### src/rtl/thread_fetch_sched_pkg.sv
`default_nettype none
// ----------------------------------------------------------------------------
// thread_fetch_sched_pkg : shared thread-id width, fetch/redirect structs
// Rev 1.0
// ----------------------------------------------------------------------------
package thread_fetch_sched_pkg;

   localparam int TID_W = 3;
   localparam int PC_W  = 32;

   typedef struct packed {
      logic             valid;
      logic [TID_W-1:0] thread_id;
      logic [PC_W-1:0]  pc;
   } fetch_req_t;

   typedef struct packed {
      logic             empty;
      logic [TID_W-1:0] thread_id;
      logic [PC_W-1:0]  pc_n;
   } br_redirect_t;

   function automatic logic [PC_W-1:0] pc_incr(input logic [PC_W-1:0] pc);
      return pc + PC_W'(4);
   endfunction

endpackage
`default_nettype wire

### src/rtl/thread_fetch_sched_rr_arbiter.sv
`default_nettype none
// ----------------------------------------------------------------------------
// rr_arbiter : combinational rotating-priority arbiter, search starts at last+1
// Rev 1.0
// ----------------------------------------------------------------------------
module rr_arbiter #(
   parameter int N = 8
) (
   input  logic [N-1:0]         req,
   input  logic [$clog2(N)-1:0] last,
   output logic                 gnt_valid,
   output logic [$clog2(N)-1:0] gnt_idx
);

   localparam int IW = $clog2(N);

   always_comb begin
      gnt_valid = 1'b0;
      gnt_idx   = '0;
      for (int i = 1; i <= N; i++) begin
         if (!gnt_valid && req[(int'(last) + i) % N]) begin
            gnt_valid = 1'b1;
            gnt_idx   = IW'((int'(last) + i) % N);
         end
      end
   end

endmodule
`default_nettype wire

### src/rtl/thread_fetch_sched.sv
`default_nettype none
// ----------------------------------------------------------------------------
// thread_fetch_sched : per-thread fetch PC, branch stall/redirect, RR fetch grant
// Rev 1.0
// ----------------------------------------------------------------------------
module thread_fetch_sched
   import thread_fetch_sched_pkg::*;
#(
   parameter int          NUM_THREADS = 8,
   parameter int          XLEN        = 32,
   parameter logic [31:0] RESET_PC    = 32'h0000_0000
) (
   input  logic                   clk,
   input  logic                   rst,
   input  logic [NUM_THREADS-1:0] thread_en_i,
   input  logic                   br_empty_i,
   input  logic [TID_W-1:0]       br_thread_id_i,
   input  logic [XLEN-1:0]        br_pc_n_i,
   output logic                   br_pc_ack_o,
   input  logic                   dec_branch_i,
   input  logic [TID_W-1:0]       dec_thread_id_i,
   output logic                   fetch_valid_o,
   output logic [TID_W-1:0]       fetch_thread_id_o,
   output logic [XLEN-1:0]        fetch_pc_o,
   input  logic                   fetch_ready_i,
   output logic [NUM_THREADS-1:0] stalled_o
);

   logic [XLEN-1:0]        r_pc [NUM_THREADS];
   logic [NUM_THREADS-1:0] r_stalled;
   logic [TID_W-1:0]       r_rr_last;
   fetch_req_t             r_fetch;

   br_redirect_t           w_br;
   logic                   w_redir;
   logic                   w_kill;
   logic                   w_load;
   logic [NUM_THREADS-1:0] w_elig;
   logic                   w_gnt_valid;
   logic [TID_W-1:0]       w_gnt_idx;

   assign w_br    = '{empty: br_empty_i, thread_id: br_thread_id_i, pc_n: br_pc_n_i};
   assign w_redir = !w_br.empty && !rst;

   // A thread touched by a redirect or a new branch this cycle must not be
   // fetched from its stale PC.
   for (genvar t = 0; t < NUM_THREADS; t++) begin : g_elig
      assign w_elig[t] = thread_en_i[t] && !r_stalled[t]
                      && !(w_redir && (w_br.thread_id == TID_W'(t)))
                      && !(dec_branch_i && (dec_thread_id_i == TID_W'(t)));
   end

   rr_arbiter #(
      .N (NUM_THREADS)
   ) u_arb (
      .req       (w_elig),
      .last      (r_rr_last),
      .gnt_valid (w_gnt_valid),
      .gnt_idx   (w_gnt_idx)
   );

   assign w_kill = r_fetch.valid
                && ((w_redir && (w_br.thread_id == r_fetch.thread_id))
                 || (dec_branch_i && (dec_thread_id_i == r_fetch.thread_id)));
   assign w_load = (!r_fetch.valid || fetch_ready_i) && !w_kill;

   always_ff @(posedge clk) begin
      if (rst) begin
         for (int t = 0; t < NUM_THREADS; t++) begin
            r_pc[t] <= XLEN'(RESET_PC);
         end
         r_stalled <= '0;
         r_rr_last <= TID_W'(NUM_THREADS - 1);
         r_fetch   <= '0;
      end else begin
         if (w_kill) begin
            r_fetch.valid <= 1'b0;
         end else if (w_load) begin
            r_fetch.valid <= w_gnt_valid;
            if (w_gnt_valid) begin
               r_fetch.thread_id <= w_gnt_idx;
               r_fetch.pc        <= r_pc[w_gnt_idx];
               r_pc[w_gnt_idx]   <= pc_incr(r_pc[w_gnt_idx]);
               r_rr_last         <= w_gnt_idx;
            end
         end
         if (w_redir) begin
            r_pc[w_br.thread_id]      <= w_br.pc_n;
            r_stalled[w_br.thread_id] <= 1'b0;
         end
         // Ordered after the redirect clear so a same-cycle branch keeps the stall.
         if (dec_branch_i) begin
            r_stalled[dec_thread_id_i] <= 1'b1;
         end
      end
   end

   assign br_pc_ack_o       = w_redir;
   assign fetch_valid_o     = r_fetch.valid;
   assign fetch_thread_id_o = r_fetch.thread_id;
   assign fetch_pc_o        = r_fetch.pc;
   assign stalled_o         = r_stalled;

endmodule
`default_nettype wire

### config.mk
export PLATFORM = sky130hd
export DESIGN_NAME = thread_fetch_sched
export DESIGN_NICKNAME = d
export VERILOG_FILES = /design/src/rtl/thread_fetch_sched_pkg.sv /design/src/rtl/thread_fetch_sched_rr_arbiter.sv /design/src/rtl/thread_fetch_sched.sv
export SDC_FILE = /design/constraint.sdc
export NUM_CORES = 1
export LEC_CHECK = 0
export ABC_CLOCK_PERIOD_IN_PS = 8600
export BUFFER_PORTS_ARGS = -buffer_cell sky130_fd_sc_hd__buf_2
export CAP_MARGIN = 30
export CORE_MARGIN = 2
export CORE_UTILIZATION = 40
export DETAILED_ROUTE_END_ITERATION = 6
export GPL_TIMING_DRIVEN = 0
export PLACE_DENSITY = 0.68
export SYNTH_ARGS = -nofsm -noshare
export SYNTH_HDL_FRONTEND = slang
export SYNTH_SLANG_ARGS = --single-unit
### constraint.sdc
create_clock -name clk -period 8.6 [get_ports clk]
set_clock_uncertainty 0.1 [all_clocks]
set_input_delay 0.86 -clock clk [delete_from_list [all_inputs] [get_ports clk]]
set_output_delay 0.86 -clock clk [all_outputs]
set_load 0.05 [all_outputs]
==> out/metrics.yaml <==
wirelength_um: 60600
drt_iter0_markers: 2083
fp-row-count: 75
whs_ns: 0.391
die_x_um: 210
grt_max_degree: 30
cts_sinks: 303
report.final.hold_viol_count: 0
worstMarginPinSlew_ns: 1.10
first_global_vias: 14398
die_h_um: 210
clk_pin_slew_ns: 0.07
cts_max_level: 1
hpwl_um: 41000
grt_pass1_wl_um: 90100
slew_headroom: 0.264
dr.pass1.iters: 6
yosysWarnings: 0
holdCritPathClass: "register to register"
start_util: 0.405
setup_viol: 0
final_common_cell: "nand2_1"
grt_use_total: 0.269
synth_nets: 1711
io_pins: 96
wl_per_cell_um: 26.0
drc_errors: 0
core_sq_um: 41900
antenna_violating_nets_post_route: 0
area_delta_synth_final_pct: 13.3
overflow: 0
status: "finished, final reports clean"
syn-cell-area_sq_um: 17000
finalMaxSlewViolations: 0
syn_area_per_cell_sq_um: 10.3
crit_type: "primary input to register"
yosysSeqAreaShare: 0.507
endpoint_kind: "register"
vias: 15097
rsz0062_at_grt: "false"
drive_above_1_share: 0.125
layout_common_cells: "295 x nand2_1, 256 x edfxtp_1, 145 x o21ai_0, 100 x clkbuf_1, 87 x buf_2"
gp_congestion: 0.890
start_kind: "primary input"
cts_tree: "built"
utilization: 0.459
async_reset_ff_frac: 0
synth_ff_type: "edfxtp_1"
cts_hold_buf: 0
cts.path.max_buffers: 3
via_per_inst: 6.48
cts-root-buf: "clkbuf_16"
arrival_ns: 8.36
port_buffers: 57
die_area_sq_um: 44200
fin_crit_sh: 0.951
crit_required_ns: 8.78
antenna_found_initial: 4
syn_inst: 1657
synth_seq_cells: 303
clock_latency_ns: 0.62
synth-edff-count: 256
nets: 1818
maxCapViolations: 0
critPathMaxFanout: 17
ys_types: 75
clock.fmax_ghz: 0.122
cts-buffers-inserted: 31
min_period_ns: 8.18
-- worst max-delay path, stage by stage --
cell and delay [ns]:
buf_2 0.14, or3b_1 0.37, buf_2 0.16, o311ai_1 0.61, mux2i_1 0.35, mux4_2 0.59, a211o_1 0.38, a2111oi_1 0.56
or3_1 0.21, buf_2 0.23, buf_2 0.29, buf_2 0.30, clkbuf_1 0.61, clkbuf_1 0.56, clkbuf_1 0.49, nand2_1 0.16
nor2_2 0.52, or3_2 0.68, buf_16 0.26
-- cell type report --
class                           count  area [sq um]
Antenna cell                        2          5.00
Buffer                            173           744
Clock buffer                       39           836
Clock inverter                     19           179
Fill cell                        3793         22700
Inverter                           17          63.8
Multi-Input combinational cell   1164          7610
Sequential cell                   303          8630
Tap cell                          539           674
Timing Repair Buffer               74           528
-- registers in the layout (all words and copies together) (netlist names) --
register           count
fetch_thread_id_o      3
r_rr_last              3
fetch_pc_o            32
stalled_o              8
r_pc                 256
fetch_valid_o          1
-- cells in the mapped netlist (all sizes together) (10+ instances only) --
cell type,count,area (sq um)
a22o,57,499
edfxtp,256,7690
o21ai,218,1090
mux2i,59,591
nand2,295,1110
clkbuf,98,369
xor2,10,95.1
nand3,20,100
inv,15,56.3
a211oi,22,165
a21oi,15,75.1
buf,75,372
nor4,26,258
nor2,82,308
and2,20,125
mux4,16,360
xnor2,27,236
a2111oi,56,493
nor3,18,90.1
or3,10,62.6
dfxtp,47,941
o211a,63,631
a221oi,21,184
nand2b,10,62.6
-- worst paths after layout --
path                       start              to  slack [ns]  depth (start not counted)
setup reg to reg    r_rr_last[0]     r_pc[4][16]        0.50                         24
setup / recovery             rst     r_pc[7][10]        0.42                         19
hold / removal    fetch_pc_o[23]  fetch_pc_o[23]        0.39                          2
hold reg to reg   fetch_pc_o[23]  fetch_pc_o[23]        0.39                          2
-- per-layer routing --
layer | GRT usage | wire length [um] | vias to the layer above
li1 | - | - | 6528
met1 | 0.359 | 23400 | 7334
met2 | 0.428 | 27500 | 1017
met3 | 0.0447 | 6730 | 214
met4 | 0.129 | 2900 | 4
met5 | 0 | 27 | -
-- cell families after synthesis --
kind of cell	synth area share
muxes	0.0605
DFF	0.507
xor gates and xnor gates	0.0195
and+or+nand+nor	0.143
AOI/OAI and AO/OA	0.220
buffers and inverters	0.0473
adders and majority gates	0.00221
-- what timing repair did --
item	4_1_cts	5_1_grt
resized for setup	2	8
setup endpoints to repair	61	195
buffers inserted	0	0
-- metrics by stage --
| stage | setup TNS, ns | std cells | cell area, sq um | setup WS [ns] |
|---|---|---|---|---|
| 5_1_grt | 0 | 2329 | 19300 | 0.0408 |
| 2_1_floorplan | 0 | 1657 | 17000 | 2.02 |
| 3_3_place_gp | -210.67 | 2253 | 18000 | -1.04 |
| 3_5_place_dp | -46.84 | 2269 | 18200 | -0.713 |
| 6_report | 0 | 2330 | 19300 | 0.422 |
| 4_1_cts | 0 | 2327 | 19200 | 0.215 |
Power is left out: the tool's default activity adds up to more than one toggle a clock period on the data nets, which glitch-free logic cannot reach.
